<file path="config.mk">
export PLATFORM = sky130hd
export DESIGN_NAME = div_sequencer
export DESIGN_NICKNAME = d
export VERILOG_FILES = /design/src/rtl/alu_pkg.sv /design/src/rtl/div_step.sv /design/src/rtl/div_sequencer.sv
export SDC_FILE = /design/constraint.sdc
export NUM_CORES = 1
export LEC_CHECK = 0
export ABC_AREA = 1
export CORE_ASPECT_RATIO = 2
export CORE_MARGIN = 2
export CORE_UTILIZATION = 65
export DETAILED_ROUTE_END_ITERATION = 10
export PLACE_DENSITY = 0.88
export REMOVE_ABC_BUFFERS = 1
export SKIP_CTS_REPAIR_TIMING = 1
export SKIP_LAST_GASP = 1
export SLEW_MARGIN = 20
export SYNTH_ARGS = -nofsm -noshare
export SYNTH_HDL_FRONTEND = slang
export SYNTH_SLANG_ARGS = --single-unit
</file>
<file path="constraint.sdc">
create_clock -name clk -period 10.95 [get_ports clk]
set_input_delay 2.7375 -clock clk [delete_from_list [all_inputs] [get_ports clk]]
set_output_delay 2.7375 -clock clk [all_outputs]
set_load 0.01 [all_outputs]
</file>
<file path="src/rtl/alu_pkg.sv">
// ALU control codes shared between the ALU decoder and the iterative divider.
package alu_pkg;

  localparam int ALU_CTRL_W = 5;

  localparam logic [ALU_CTRL_W-1:0] ALU_DIV  = 5'b01110;
  localparam logic [ALU_CTRL_W-1:0] ALU_DIVU = 5'b01111;
  localparam logic [ALU_CTRL_W-1:0] ALU_REM  = 5'b10000;
  localparam logic [ALU_CTRL_W-1:0] ALU_REMU = 5'b10001;

  function automatic logic is_div_op(input logic [ALU_CTRL_W-1:0] code);
    return (code == ALU_DIV) || (code == ALU_DIVU) ||
           (code == ALU_REM) || (code == ALU_REMU);
  endfunction

endpackage

</file>
<file path="src/rtl/div_step.sv">
// One restoring-division iteration: shift {rem,quo} left and trial-subtract the divisor.
module div_step #(
  parameter int DATA_WIDTH = 32
) (
  input  logic [DATA_WIDTH-1:0] rem,
  input  logic [DATA_WIDTH-1:0] quo,
  input  logic [DATA_WIDTH-1:0] divisor,
  output logic [DATA_WIDTH-1:0] rem_next,
  output logic [DATA_WIDTH-1:0] quo_next
);

  logic [DATA_WIDTH:0] shifted;
  logic [DATA_WIDTH:0] diff;

  // The extra bit keeps the shifted partial remainder exact, so the sign of diff is the compare result.
  always_comb begin
    shifted = {rem, quo[DATA_WIDTH-1]};
    diff    = shifted - {1'b0, divisor};
    if (!diff[DATA_WIDTH]) begin
      rem_next = diff[DATA_WIDTH-1:0];
      quo_next = {quo[DATA_WIDTH-2:0], 1'b1};
    end else begin
      rem_next = shifted[DATA_WIDTH-1:0];
      quo_next = {quo[DATA_WIDTH-2:0], 1'b0};
    end
  end

endmodule

</file>
<file path="src/rtl/div_sequencer.sv">
// Multi-cycle restoring divider for RV32M DIV/DIVU/REM/REMU; stalls the pipeline while iterating.
module div_sequencer
  import alu_pkg::*;
#(
  parameter int DATA_WIDTH   = 32,
  parameter int ALUCTR_WIDTH = 5,
  parameter int CNT_WIDTH    = $clog2(DATA_WIDTH)
) (
  input  logic                    clk,
  input  logic                    rst_n,
  input  logic                    valid_in,
  input  logic [ALUCTR_WIDTH-1:0] alu_ctrl,
  input  logic [DATA_WIDTH-1:0]   op_a,
  input  logic [DATA_WIDTH-1:0]   op_b,
  input  logic                    flush,
  output logic                    stall,
  output logic                    busy,
  output logic                    result_valid,
  output logic [DATA_WIDTH-1:0]   result
);

  typedef enum logic [1:0] {IDLE, CALC, DONE} div_state_t;

  localparam logic [DATA_WIDTH-1:0] INT_MIN = {1'b1, {(DATA_WIDTH-1){1'b0}}};

  div_state_t            state;
  logic [CNT_WIDTH-1:0]  cnt;
  logic [DATA_WIDTH-1:0] rem, quo, divisor;
  logic [DATA_WIDTH-1:0] rem_next, quo_next;
  logic                  is_rem, is_signed, sign_q, sign_r;

  logic                  div_op, op_signed, op_rem, accept, div_zero, overflow;
  logic [DATA_WIDTH-1:0] abs_a, abs_b, special_result, final_result;

  div_step #(.DATA_WIDTH(DATA_WIDTH)) u_step (
    .rem      (rem),
    .quo      (quo),
    .divisor  (divisor),
    .rem_next (rem_next),
    .quo_next (quo_next)
  );

  // INT_MIN magnitude wraps to itself, which is still correct as an unsigned operand.
  always_comb begin
    div_op    = is_div_op(alu_ctrl);
    op_signed = (alu_ctrl == ALU_DIV) || (alu_ctrl == ALU_REM);
    op_rem    = (alu_ctrl == ALU_REM) || (alu_ctrl == ALU_REMU);
    accept    = valid_in & div_op & ~flush & (state == IDLE);
    div_zero  = (op_b == '0);
    overflow  = op_signed & (op_a == INT_MIN) & (op_b == '1);
    abs_a     = (op_signed & op_a[DATA_WIDTH-1]) ? -op_a : op_a;
    abs_b     = (op_signed & op_b[DATA_WIDTH-1]) ? -op_b : op_b;
    if (div_zero) special_result = op_rem ? op_a : '1;
    else          special_result = op_rem ? '0 : INT_MIN;
    if (is_rem) final_result = (is_signed & sign_r) ? -rem_next : rem_next;
    else        final_result = (is_signed & sign_q) ? -quo_next : quo_next;
    stall = accept | (state == CALC);
    busy  = (state != IDLE);
  end

  always_ff @(posedge clk or negedge rst_n) begin
    if (!rst_n) begin
      state        <= IDLE;
      cnt          <= '0;
      rem          <= '0;
      quo          <= '0;
      divisor      <= '0;
      is_rem       <= 1'b0;
      is_signed    <= 1'b0;
      sign_q       <= 1'b0;
      sign_r       <= 1'b0;
      result       <= '0;
      result_valid <= 1'b0;
    end else begin
      result_valid <= 1'b0;
      if (flush) begin
        state <= IDLE;
      end else begin
        case (state)
          IDLE: begin
            if (accept) begin
              if (div_zero || overflow) begin
                result       <= special_result;
                result_valid <= 1'b1;
                state        <= DONE;
              end else begin
                quo       <= abs_a;
                rem       <= '0;
                divisor   <= abs_b;
                is_rem    <= op_rem;
                is_signed <= op_signed;
                sign_q    <= op_a[DATA_WIDTH-1] ^ op_b[DATA_WIDTH-1];
                sign_r    <= op_a[DATA_WIDTH-1];
                cnt       <= CNT_WIDTH'(DATA_WIDTH - 1);
                state     <= CALC;
              end
            end
          end
          CALC: begin
            rem <= rem_next;
            quo <= quo_next;
            if (cnt == '0) begin
              result       <= final_result;
              result_valid <= 1'b1;
              state        <= DONE;
            end else begin
              cnt <= cnt - 1'b1;
            end
          end
          DONE:    state <= IDLE;
          default: state <= IDLE;
        endcase
      end
    end
  end

endmodule

</file>
Word level (Yosys, flattened, before mapping)

Index checks and enable logic that the tools add are counted.

Add/subtract/negate cells: 6
Multipliers: 0
Div/mod/pow operators: 0
Order comparisons: 0
Equality and inequality tests: 14
Shift-type cells: 0
Muxes and demuxes: 34
Bitwise gates (word level): 13
Reductions and logical operators: 16

Operators with widths:

| kind                                                                  | count |
|---|---|
| 32-bit 2-to-1 mux                                                     | 16 |
| 32-bit case mux with 2 select lines                                   | 3 |
| 32-bit negation                                                       | 4 |
| 32-bit equality test, second input constant                           | 2 |
| 33-bit by 32-bit subtractor with 33-bit output                        | 1 |
| 32-bit logical NOT                                                    | 1 |
| 5-bit 2-to-1 mux                                                      | 3 |
| 5-bit by 4-bit equality test with 1-bit output, second input constant | 2 |
| 5-bit equality test, second input constant                            | 2 |
| 5-bit case mux with 2 select lines                                    | 1 |
| 5-bit AND reduction                                                   | 2 |
| 1-bit AND                                                             | 9 |
| 2-bit 2-to-1 mux                                                      | 4 |
| 4-bit AND reduction                                                   | 2 |
| 1-bit logical OR                                                      | 6 |
| 2-bit != test, second input constant                                  | 3 |
| 5-bit logical NOT                                                     | 1 |
| 1-bit 2-to-1 mux                                                      | 5 |
| 5-bit by 1-bit subtractor with 5-bit output, second input constant    | 1 |
| 2-bit by 1-bit != test with 1-bit output, second input constant       | 2 |
| 2-bit case mux with 2 select lines                                    | 1 |
| 2-bit nonzero test                                                    | 2 |
| 3-bit by 2-bit != test with 1-bit output, second input constant       | 1 |
| 3-bit != test, second input constant                                  | 1 |
| 7 further kinds                                                       | 8 |

Flip-flop bits (word level): 140
Latch bits: 0
Memory bits (writable): 0
Memory bits (read-only): 0
Bits of input ports: 73
Logic and storage cells: 94
Memories: 0

Longest topological paths before layout

Gate-level depths: netlist of run 1.

Depth after elaboration: 10
Mapped depth: 33
Mapped depth without buffers: 32

By module

From an unflattened synthesis of run 1, not the netlist that was laid out.

Cell total of the unflattened synthesis: 2465
Area total of the unflattened synthesis: 14159.8 µm²

Modules (own cells, without submodules):

| module        | times used | cells each | area an instance (µm²) | sequential area each (µm²) |
|---|---|---|---|---|
| div_sequencer | 1          | 1754       | 10776.6                | 3503.4 |
| div_step      | 1          | 711        | 3383.2                 | 0.0 |

Worst setup path before layout of run 1

Ideal clock, no wire load.

Path type: input to output
From: in alu_ctrl[1]
To: out stall
Arrival: 3.408 ns
Data required time: 8.213 ns
Path slack: 4.805 ns
Stages: 6
Path buffers: 0
Path through: inv_1 > o31ai_1 > nand4_1 > nor2_1 > inv_1 > nand2_1

Longest elaborated chain between the ends: 8

Ends and longest elaborated chain:

| what                                           | line                | text |
|---|---|---|
| from (decl)                                    | div_sequencer.sv:12 | `input logic [ALUCTR_WIDTH-1:0] alu_ctrl,` |
| 5-bit by 4-bit equality test with 1-bit output | alu_pkg.sv:12       | `return (code == ALU_DIV) \|\| (code == ALU_DIVU) \|\|` |
| 1-bit logical OR (2 in series)                 | alu_pkg.sv:12       |  |
| 1-bit logical OR (*)                           | alu_pkg.sv:13       | `(code == ALU_REM) \|\| (code == ALU_REMU);` |
| 1-bit AND (*) (3 in series)                    | div_sequencer.sv:48 | `accept = valid_in & div_op & ~flush & (state == IDLE);` |
| 1-bit OR (*)                                   | div_sequencer.sv:57 | `stall = accept \| (state == CALC);` |
| to (decl)                                      | div_sequencer.sv:16 | `output logic stall,` |

Mark *: on every way between the ends. The rest lies on a longest branch, timed or not.

Worst setup path in the final report of run 1

Ends and elaborated chain as after synthesis.

==> results of run 1 <==
cell usage after synthesis (all sizes together), types with 2 or more instances:
cell type  number
ha             39
xnor2          20
nand3b         14
and3            2
nor3           42
nand3         152
o311ai          2
o21bai          3
o22ai          40
xor2           30
inv           323
a2bb2oi         2
o21ai         188
buf            22
a211oi          3
a21oi         100
nor4           10
o31ai           2
or2             4
nand2         682
clkbuf         53
nand4          31
a31oi          15
nor2          214
o211ai          6
dfrtp         140
and2            4
cell type report:
| cell class | instances | area [um^2] | share of cell area, % |
|---|---|---|---|
| inverters | 324 | 1216 | 8.306 |
| multi-input cells | 1613 | 7898 | 53.94 |
| clock inverters | 5 | 33.78 | 0.2307 |
| repair buffers | 117 | 1147 | 7.836 |
| flip-flops and latches | 140 | 3503 | 23.93 |
| well taps | 262 | 327.8 | 2.239 |
| clock buffers | 25 | 515.5 | 3.521 |
flip-flops by register name, indices dropped and copies added, names as in the netlist:
register	flops
divisor	32
quo	32
rem	32
result	32
cnt	5
state	2
is_rem	1
is_signed	1
result_valid	1
sign_q	1
sign_r	1
layer usage:
metal	GRT usage, %	up-vias
li1	-	7041
met4	38.13	0
met5	0	-
met1	41.22	6604
met2	74.13	694
met3	8.565	236
metrics by stage:
| stage | total power, W | cells | instance area (um^2) | hold WS, ns |
|---|---|---|---|---|
| 2_1_floorplan | 0.002689 | 2077 | 12600 | 0.4529 |
| 3_3_place_gp | 0.003336 | 2456 | 14090 | 0.4627 |
| 3_5_place_dp | 0.003394 | 2456 | 14090 | 0.4646 |
| 4_1_cts | 0.003970 | 2486 | 14640 | 0.4811 |
| 5_1_grt | 0.004400 | 2486 | 14640 | 0.5075 |
| 6_report | 0.004042 | 2486 | 14640 | 0.4771 |
final timing paths:
| check | end | slack, ns | from | cells past startpoint |
|---|---|---|---|---|
| hold reg to reg | result[4] | 0.48 | result[4] | 2 |
| min in group asynchronous | result[4] | 2.36 | rst_n | 1 |
| setup reg to reg | result[26] | 5.43 | quo[31] | 32 |
| max in group asynchronous | divisor[25] | 7.30 | rst_n | 2 |
| hold / removal | result[4] | 0.48 | result[4] | 2 |
| setup / recovery | stall | 3.67 | alu_ctrl[1] | 8 |
worst max-delay path, cell delays in order:
cell and delay (ns):
clkdlybuf4s50_1 0.46, inv_1 0.05, o31ai_1 0.35, nand4_1 0.18
nor2_1 0.12, inv_1 0.07, nand2_1 0.06, clkdlybuf4s50_1 0.53
logic make-up (layout without fill, tap and decap cells):
family | after synthesis | after routing
DFF | 140 | 140
xor gates and xnor gates | 50 | 50
buffers and inverters | 399 | 471
adders and majority gates | 40 | 40
and+or+nand+nor | 1155 | 1155
AOI/OAI and AO/OA | 368 | 368
power groups by stage:
stage,Sequential (W),Combinational (W),Clock [W]
global placement,0.000782,0.00255,0
CTS,0.000779,0.00264,0.000552
floorplan,0.000748,0.00194,0
global route,0.000799,0.00303,0.000575
finish,0.000786,0.00270,0.000554
detailed placement,0.000786,0.00261,0
==> flow_metrics.env, run 1 <==
export IMPL_outcome="completed"
export IMPL_maxSlewHeadroom_pct=27.73
export IMPL_finalMaxSlewViolations=0
export IMPL_setup_ws_ns=3.669
export IMPL_yosysSeqAreaShare_pct=27.03
export IMPL_area_growth_pct=12.95
export IMPL_initial_core_util_pct=65.70
export IMPL_powerDensity_mw_per_mm2=276.1
export IMPL_antenna_found_initial=0
export IMPL_cts_root_buf="clkbuf_16"
export IMPL_die_h_um=203.7
export IMPL_vias=14575
export IMPL_num_io_pins=108
export IMPL_ys_seq_elements=140
export IMPL_synth_top_family_by_area="simple AND/OR/NAND/NOR gates"
export IMPL_drive_above_1_share_pct=4.317
export IMPL_wl_per_cell_um=17.62
export IMPL_synth_ff_type="dfrtp_1"
export IMPL_grt_pass1_wl_um=70490
export IMPL_pre_cts_slack_ns=3.685
export IMPL_synth_largest_area_cell="dfrtp_1"
export IMPL_rows=73
export IMPL_synth_area_mm2=0.01296
export IMPL_final_cell_mix="657 x nand2_1, 319 x inv_1, 203 x nor2_1, 163 x o21ai_0, 149 x nand3_1"
export IMPL_highest_layer="met4"
export IMPL_layout_nets=2326
export IMPL_drt_total_wl_um=43800
export IMPL_rsz0062_at_grt="false"
export IMPL_p_clk_share_pct=13.7
export IMPL_p_int_w=0.001794
export IMPL_skew_ns=0.01023
export IMPL_layout_commonest_cell="nand2_1"
export IMPL_dieArea_mm2=0.02116
export IMPL_hold_viol=0
export IMPL_viasPerCell=5.863
export IMPL_peakVddDrop_mv=0.1305
export IMPL_fillerInstances=1713
export IMPL_clk_path_buf_depth=2
export IMPL_ant_nets=0
export IMPL_grt_pass1_vias=14380
export IMPL_worst_pin_slew_ns=1.074
export IMPL_yosys_area_share_xor_xnor_pct=3.378
export IMPL_track_usage_pct=42.18
export IMPL_grt_overflow_total=0
export IMPL_leakage_nw=7.419
export IMPL_drtIter0Drc=1139
export IMPL_wl_met1_um=14410
export IMPL_wl_met3_um=2962
export IMPL_io_buffer_count=107
export IMPL_firstDrtPassIters=8
export IMPL_coreArea_mm2=0.01973
export IMPL_syn_area_per_cell_um2=6.023
export IMPL_grt_max_degree=88
export IMPL_synthArstFlopShare_pct=100.0
export IMPL_p_seq_share_pct=19.4
export IMPL_cts_htree_levels=4
export IMPL_yosys_area_top_type_share_pct=27.03
export IMPL_cp_end_kind="output pin"
export IMPL_drv_cap=0
export IMPL_fin_crit_sh_pct=66.49
export IMPL_setup_tns_ns=0
export IMPL_required_ns=8.21
export IMPL_drc_errors=0
export IMPL_clock_latency_ns=0.45
export IMPL_yosys_warnings=0
export IMPL_wl_met2_um=21920
export IMPL_period_minus_slack_ns=7.281
export IMPL_arrival_ns=4.54
export IMPL_synth_compound_area_share_pct=15.60
export IMPL_critPathKind="in2out"
export IMPL_yosys_top_cells_area="dfrtp_1 27%, nand2_1 19%, inv_1 9.3%"
export IMPL_cts_tree="done"
export IMPL_combPwrFrac_pct=66.9
export IMPL_synth_edf_count=0
export IMPL_synth_mux_area_share_pct=0
export IMPL_synthSimpleGateAreaFrac_pct=37.93
export IMPL_swShare_pct=55.62
export IMPL_crit_path_start_kind="input pin"
export IMPL_postLayoutCoreUtil_pct=74.21
export IMPL_diodes=0
export IMPL_netSwitchingPower_w=0.002248
export IMPL_setup_violations=0
export IMPL_synthCells=2152
export IMPL_clkSlewWorstSetupHoldPaths_ns=0.06
export IMPL_die_x_um=103.9
export IMPL_synth_cell_type_count=54
export IMPL_clock_fmax_mhz=137.4
export IMPL_hold_path_class="reg2reg"
export IMPL_hpwl_um=33260
export IMPL_place_gp_congestion=0.9869
export IMPL_cts_buffers=17
export IMPL_critPathMaxFanout=2
export IMPL_synthAdderAreaFrac_pct=3.919
export IMPL_cts_sinks=140
No activity file was read; power rests on OpenSTA's default activity.
==> run 2, diff against run 1 <==
Settings changed: CORE_UTILIZATION 65 to 60, PLACE_DENSITY 0.88 to 0.82.
Clock period 10.95 ns to 7.33 ns, I/O delays scaled along.
==> run 2 against run 1 <==
- cell area up 0.33%
- critical path depth up 23
- clock skew down 0.0022 ns
- clock power up 51%
- sequential cell count unchanged
- critical endpoint is now result[28]
- cell count up 0.60%
- global-route usage down 2.6 points
- first-iteration DRC count down 1.1%
- wire length about the same
- largest power group unchanged
- sequential power up 49%
==> flow_metrics.env, run 2 (synthesis results as in run 1) <==
export IMPL_outcome="completed"
export IMPL_critical_path_max_stage_delay_ns=0.57
export IMPL_ant_nets=0
export IMPL_hold_viol=0
export IMPL_cts_root_buf="clkbuf_16"
export IMPL_drc_errors=0
export IMPL_wl_met1_um=14720
export IMPL_final_cell_mix="657 x nand2_1, 319 x inv_1, 203 x nor2_1, 163 x o21ai_0, 149 x nand3_1"
export IMPL_layout_commonest_cell="nand2_1"
export IMPL_die_x_um=107.9
export IMPL_fillerInstances=1991
export IMPL_antenna_found_initial=1
export IMPL_total_power_w=0.006013
export IMPL_arrival_ns=5.92
export IMPL_finalMaxSlewViolations=0
export IMPL_firstDrtPassIters=6
export IMPL_initial_core_util_pct=60.58
export IMPL_num_io_pins=108
export IMPL_skew_ns=0.007980
export IMPL_wl_met3_um=2954
export IMPL_vias=14318
export IMPL_clock_fmax_mhz=180.7
export IMPL_grt_max_degree=85
export IMPL_leakage_nw=7.433
export IMPL_drt_total_wl_um=43790
export IMPL_powerDensity_mw_per_mm2=409.3
export IMPL_hpwl_um=33520
export IMPL_clkSlewWorstSetupHoldPaths_ns=0.06
export IMPL_coreArea_mm2=0.02140
export IMPL_holdPathStages=2
export IMPL_wl_met2_um=22270
export IMPL_critPathKind="reg2reg"
export IMPL_grt_pass1_wl_um=69380
export IMPL_io_buffer_count=107
export IMPL_stdcell_count=2501
export IMPL_grt_pass1_vias=13645
export IMPL_period_minus_slack_ns=5.535
export IMPL_rsz0062_at_grt="false"
export IMPL_critPathMaxFanout=28
export IMPL_worst_pin_slew_ns=1.052
export IMPL_cp_slowest_cell="dfrtp_1"
export IMPL_peakVddDrop_mv=0.2270
export IMPL_area_growth_pct=13.33
export IMPL_drv_cap=0
export IMPL_cts_sinks=140
export IMPL_clk_path_buf_depth=2
export IMPL_maxSlewHeadroom_pct=29.74
export IMPL_crit_top_cell="nand2_1"
export IMPL_clock_latency_ns=0.45
export IMPL_drtIter0Drc=1127
export IMPL_wl_per_cell_um=17.51
export IMPL_highest_layer="met5"
export IMPL_die_h_um=211.9
export IMPL_rows=76
export IMPL_viasPerCell=5.725
export IMPL_setup_violations=0
export IMPL_dp_cells=2471
export IMPL_drive_above_1_share_pct=4.445
export IMPL_rr_worst_depth=31
export IMPL_required_ns=7.71
export IMPL_crit_path_start_kind="register"
export IMPL_setup_tns_ns=0
export IMPL_hold_path_class="reg2reg"
export IMPL_cts_buffers=17
export IMPL_grt_overflow_total=0
export IMPL_cts_htree_levels=4
export IMPL_layout_nets=2330
export IMPL_cts_tree="done"
export IMPL_dieArea_mm2=0.02287
export IMPL_place_gp_congestion=1.007
export IMPL_track_usage_pct=39.58
export IMPL_worst_hold_slack_ns=0.4727
export IMPL_fin_crit_sh_pct=75.51
export IMPL_cp_end_kind="register"
## run 2: cell types whose count changed in the layout (fill, tap and decap cells not counted)
cell,before,now
buf_4,10,14
clkbuf_8,6,4
bufinv_16,0,1
diode_2,0,1
## run 2: critical path, delay by kind of cell (launching register included)
family | cells | cell delay, ns
flip-flops | 1 | 0.57
adder cells (fa/ha/maj) | 3 | 0.92
AND/OR/NAND/NOR | 22 | 3.36
AO/OA/AOI/OAI | 2 | 0.25
buffers and inverters | 4 | 0.36
## run 2: power breakdown
group | switching, W | internal [W] | total, W
Clock | 0.000342 | 0.000495 | 0.000837
Combinational | 0.00279 | 0.00122 | 0.00401
Sequential | 0.000190 | 0.000979 | 0.00117
Total | 0.00332 | 0.00269 | 0.00601
## run 2: metrics by stage
step,setup slack [ns],util (%),area [um^2]
floorplan,2.304,-,12600
global placement,1.619,66.06,14130
detailed placement,1.620,66.06,14130
CTS,1.896,68.64,14690
global route,1.434,68.65,14690
finish,1.795,68.66,14690
## run 2: final timing paths
kind / start / to / slack, ns
min reg2reg: result[24] / result[24] / 0.47
max in group asynchronous: rst_n / is_signed / 4.54
max reg2reg: quo[31] / result[28] / 1.80
min: result[24] / result[24] / 0.47
max: quo[31] / result[28] / 1.80
min in group asynchronous: rst_n / result[7] / 1.41
## run 2: layer usage
metal / global-route usage, % / up-vias
met1: 39.41 / 6493
met4: 31.08 / 2
li1: - / 7041
met5: 0 / -
met2: 69.05 / 597
met3: 9.236 / 185
## run 2: cell type report
class                      instances  area, um^2  area share [%]
multi-input combinational       1613        7898           53.76
antenna                            1       2.502         0.01703
tap                              273       341.6           2.325
sequential                       140        3503           23.85
timing repair buffer             121        1177           8.015
clock buffer                      23       488.0           3.322
clock inverter                     6       63.81          0.4344
inverter                         324        1216           8.279
==> run 3, diff against run 2 <==
Clock period 7.33 ns to 5.7 ns, I/O delays scaled along.
==> run 3 against run 2 <==
- sequential share of layout area shrank 0.20 points
- wire length increased by 3.1%
- cell area increased by 0.83%
- cell count grew 0.48%
- setup slack worse by 1.1 ns
==> flow_metrics.env, run 3 (synthesis results as in run 1) <==
export IMPL_outcome="completed"
export IMPL_fin_crit_sh_pct=88.26
export IMPL_drv_cap=0
export IMPL_grt_pass1_vias=14303
export IMPL_cts_sinks=140
export IMPL_hpwl_um=34480
export IMPL_crit_path_start_kind="input pin"
export IMPL_clock_fmax_mhz=198.8
export IMPL_multi_input_area_mm2=0.007898
export IMPL_grt_overflow_total=0
export IMPL_postPlaceCellArea_mm2=0.01422
export IMPL_cp_end_kind="register"
export IMPL_regArea_mm2=0.003503
export IMPL_period_minus_slack_ns=5.031
export IMPL_io_buffer_count=107
export IMPL_worst_pin_slew_ns=1.112
export IMPL_hold_viol=0
export IMPL_hold_path_class="reg2reg"
export IMPL_initial_core_util_pct=60.58
export IMPL_critPathKind="in2reg"
export IMPL_die_x_um=107.9
export IMPL_cts_htree_levels=4
export IMPL_arrival_ns=5.42
export IMPL_peakVddDrop_mv=0.2661
export IMPL_setup_ws_ns=0.6691
export IMPL_drive_above_1_share_pct=4.958
export IMPL_leakage_nw=7.503
export IMPL_place_gp_congestion=0.9787
export IMPL_fin_area_mm2=0.01481
export IMPL_clk_path_buf_depth=2
export IMPL_num_io_pins=108
export IMPL_drt_total_wl_um=45160
export IMPL_drc_errors=0
export IMPL_antenna_found_initial=2
export IMPL_grt_max_degree=84
export IMPL_fillerInstances=2007
export IMPL_p_seq_share_pct=19.0
export IMPL_maxSlewHeadroom_pct=25.75
export IMPL_final_cell_mix="657 x nand2_1, 320 x inv_1, 203 x nor2_1, 163 x o21ai_0, 149 x nand3_1"
export IMPL_clock_latency_ns=0.45
export IMPL_swShare_pct=55.42
export IMPL_vias=14729
export IMPL_grt_pass1_wl_um=72200
export IMPL_setup_violations=0
export IMPL_p_clk_share_pct=14.4
export IMPL_firstDrtPassIters=8
export IMPL_cts_tree="done"
export IMPL_cts_root_buf="clkbuf_16"
export IMPL_critPathMaxFanout=19
export IMPL_viasPerCell=5.861
export IMPL_required_ns=6.09
export IMPL_combPwrFrac_pct=66.6
export IMPL_rows=76
export IMPL_dieArea_mm2=0.02287
export IMPL_drtIter0Drc=1092
export IMPL_crit_start="op_b[1]"
export IMPL_die_h_um=211.9
export IMPL_setup_tns_ns=0
export IMPL_rsz0062_at_grt="false"
export IMPL_p_int_w=0.003523
export IMPL_powerDensity_mw_per_mm2=533.6
export IMPL_area_growth_pct=14.27
export IMPL_cts_buffers=17
export IMPL_layout_nets=2340
export IMPL_pre_cts_slack_ns=0.5193
export IMPL_r2r_start="quo[31]"
export IMPL_finalMaxSlewViolations=0
export IMPL_ant_nets=0
export IMPL_clkSlewWorstSetupHoldPaths_ns=0.06
export IMPL_wl_per_cell_um=17.97
export IMPL_min_delay_start="result[6]"
export IMPL_coreArea_mm2=0.02140
export IMPL_layout_commonest_cell="nand2_1"
export IMPL_track_usage_pct=41.20
export IMPL_skew_ns=0.008699
export IMPL_netSwitchingPower_w=0.004380
==> run 3: stage by stage <==
step | hold slack [ns] | cells | power [W] | utilization (%)
3_3_place_gp | 0.4636 | 2481 | 0.006462 | 66.47
3_5_place_dp | 0.4685 | 2481 | 0.006566 | 66.47
6_report | 0.4800 | 2513 | 0.007903 | 69.23
2_1_floorplan | 0.4529 | 2077 | 0.005165 | -
4_1_cts | 0.4888 | 2512 | 0.007751 | 69.20
5_1_grt | 0.5039 | 2513 | 0.008596 | 69.23
==> run 3: layout make-up <==
cell class	instances	share of cell area, %
Antenna cell	1	0.01689
Multi-Input combinational cell	1613	53.32
Clock inverter	10	0.7772
Inverter	324	8.211
Clock buffer	21	3.176
Sequential cell	140	23.65
Tap cell	273	2.306
Timing Repair Buffer	131	8.540
==> run 3: power by group through the flow <==
stage / Combinational (W) / Sequential [W] / Clock, W
floorplan: 0.00373 / 0.00144 / 0
global placement: 0.00496 / 0.00150 / 0
detailed placement: 0.00506 / 0.00151 / 0
CTS: 0.00512 / 0.00149 / 0.00114
global route: 0.00588 / 0.00153 / 0.00118
finish: 0.00526 / 0.00150 / 0.00114
==> run 3: worst paths after layout <==
check,end,slack [ns],cells after the start
setup / recovery,result[22],0.67,15
hold / removal,result[6],0.48,2
min in group asynchronous,result[6],0.98,1
hold reg to reg,result[6],0.48,2
setup reg to reg,result[28],0.84,31
max in group asynchronous,quo[20],3.60,2
==> run 3: critical path, cell delays in order <==
cell             delay (ns)
clkdlybuf4s50_1        0.42
inv_1                  0.10
ha_1                   0.14
inv_1                  0.04
nor3_1                 0.28
nand3_1                0.23
nor3_1                 0.30
nand2_1                0.22
nor4_1                 0.76
nand3_1                0.32
inv_1                  0.62
o21ai_0                0.19
a21oi_1                0.18
nand2_1                0.11
nand2_1                0.07
==> run 3: metal layers <==
layer | up-vias | global-route usage (%) | wire, um
met4 | 2 | 33.86 | 4229
met2 | 688 | 71.11 | 22870
li1 | 7063 | - | -
met1 | 6725 | 41.13 | 15200
met5 | - | 0 | 14
met3 | 251 | 9.452 | 2842
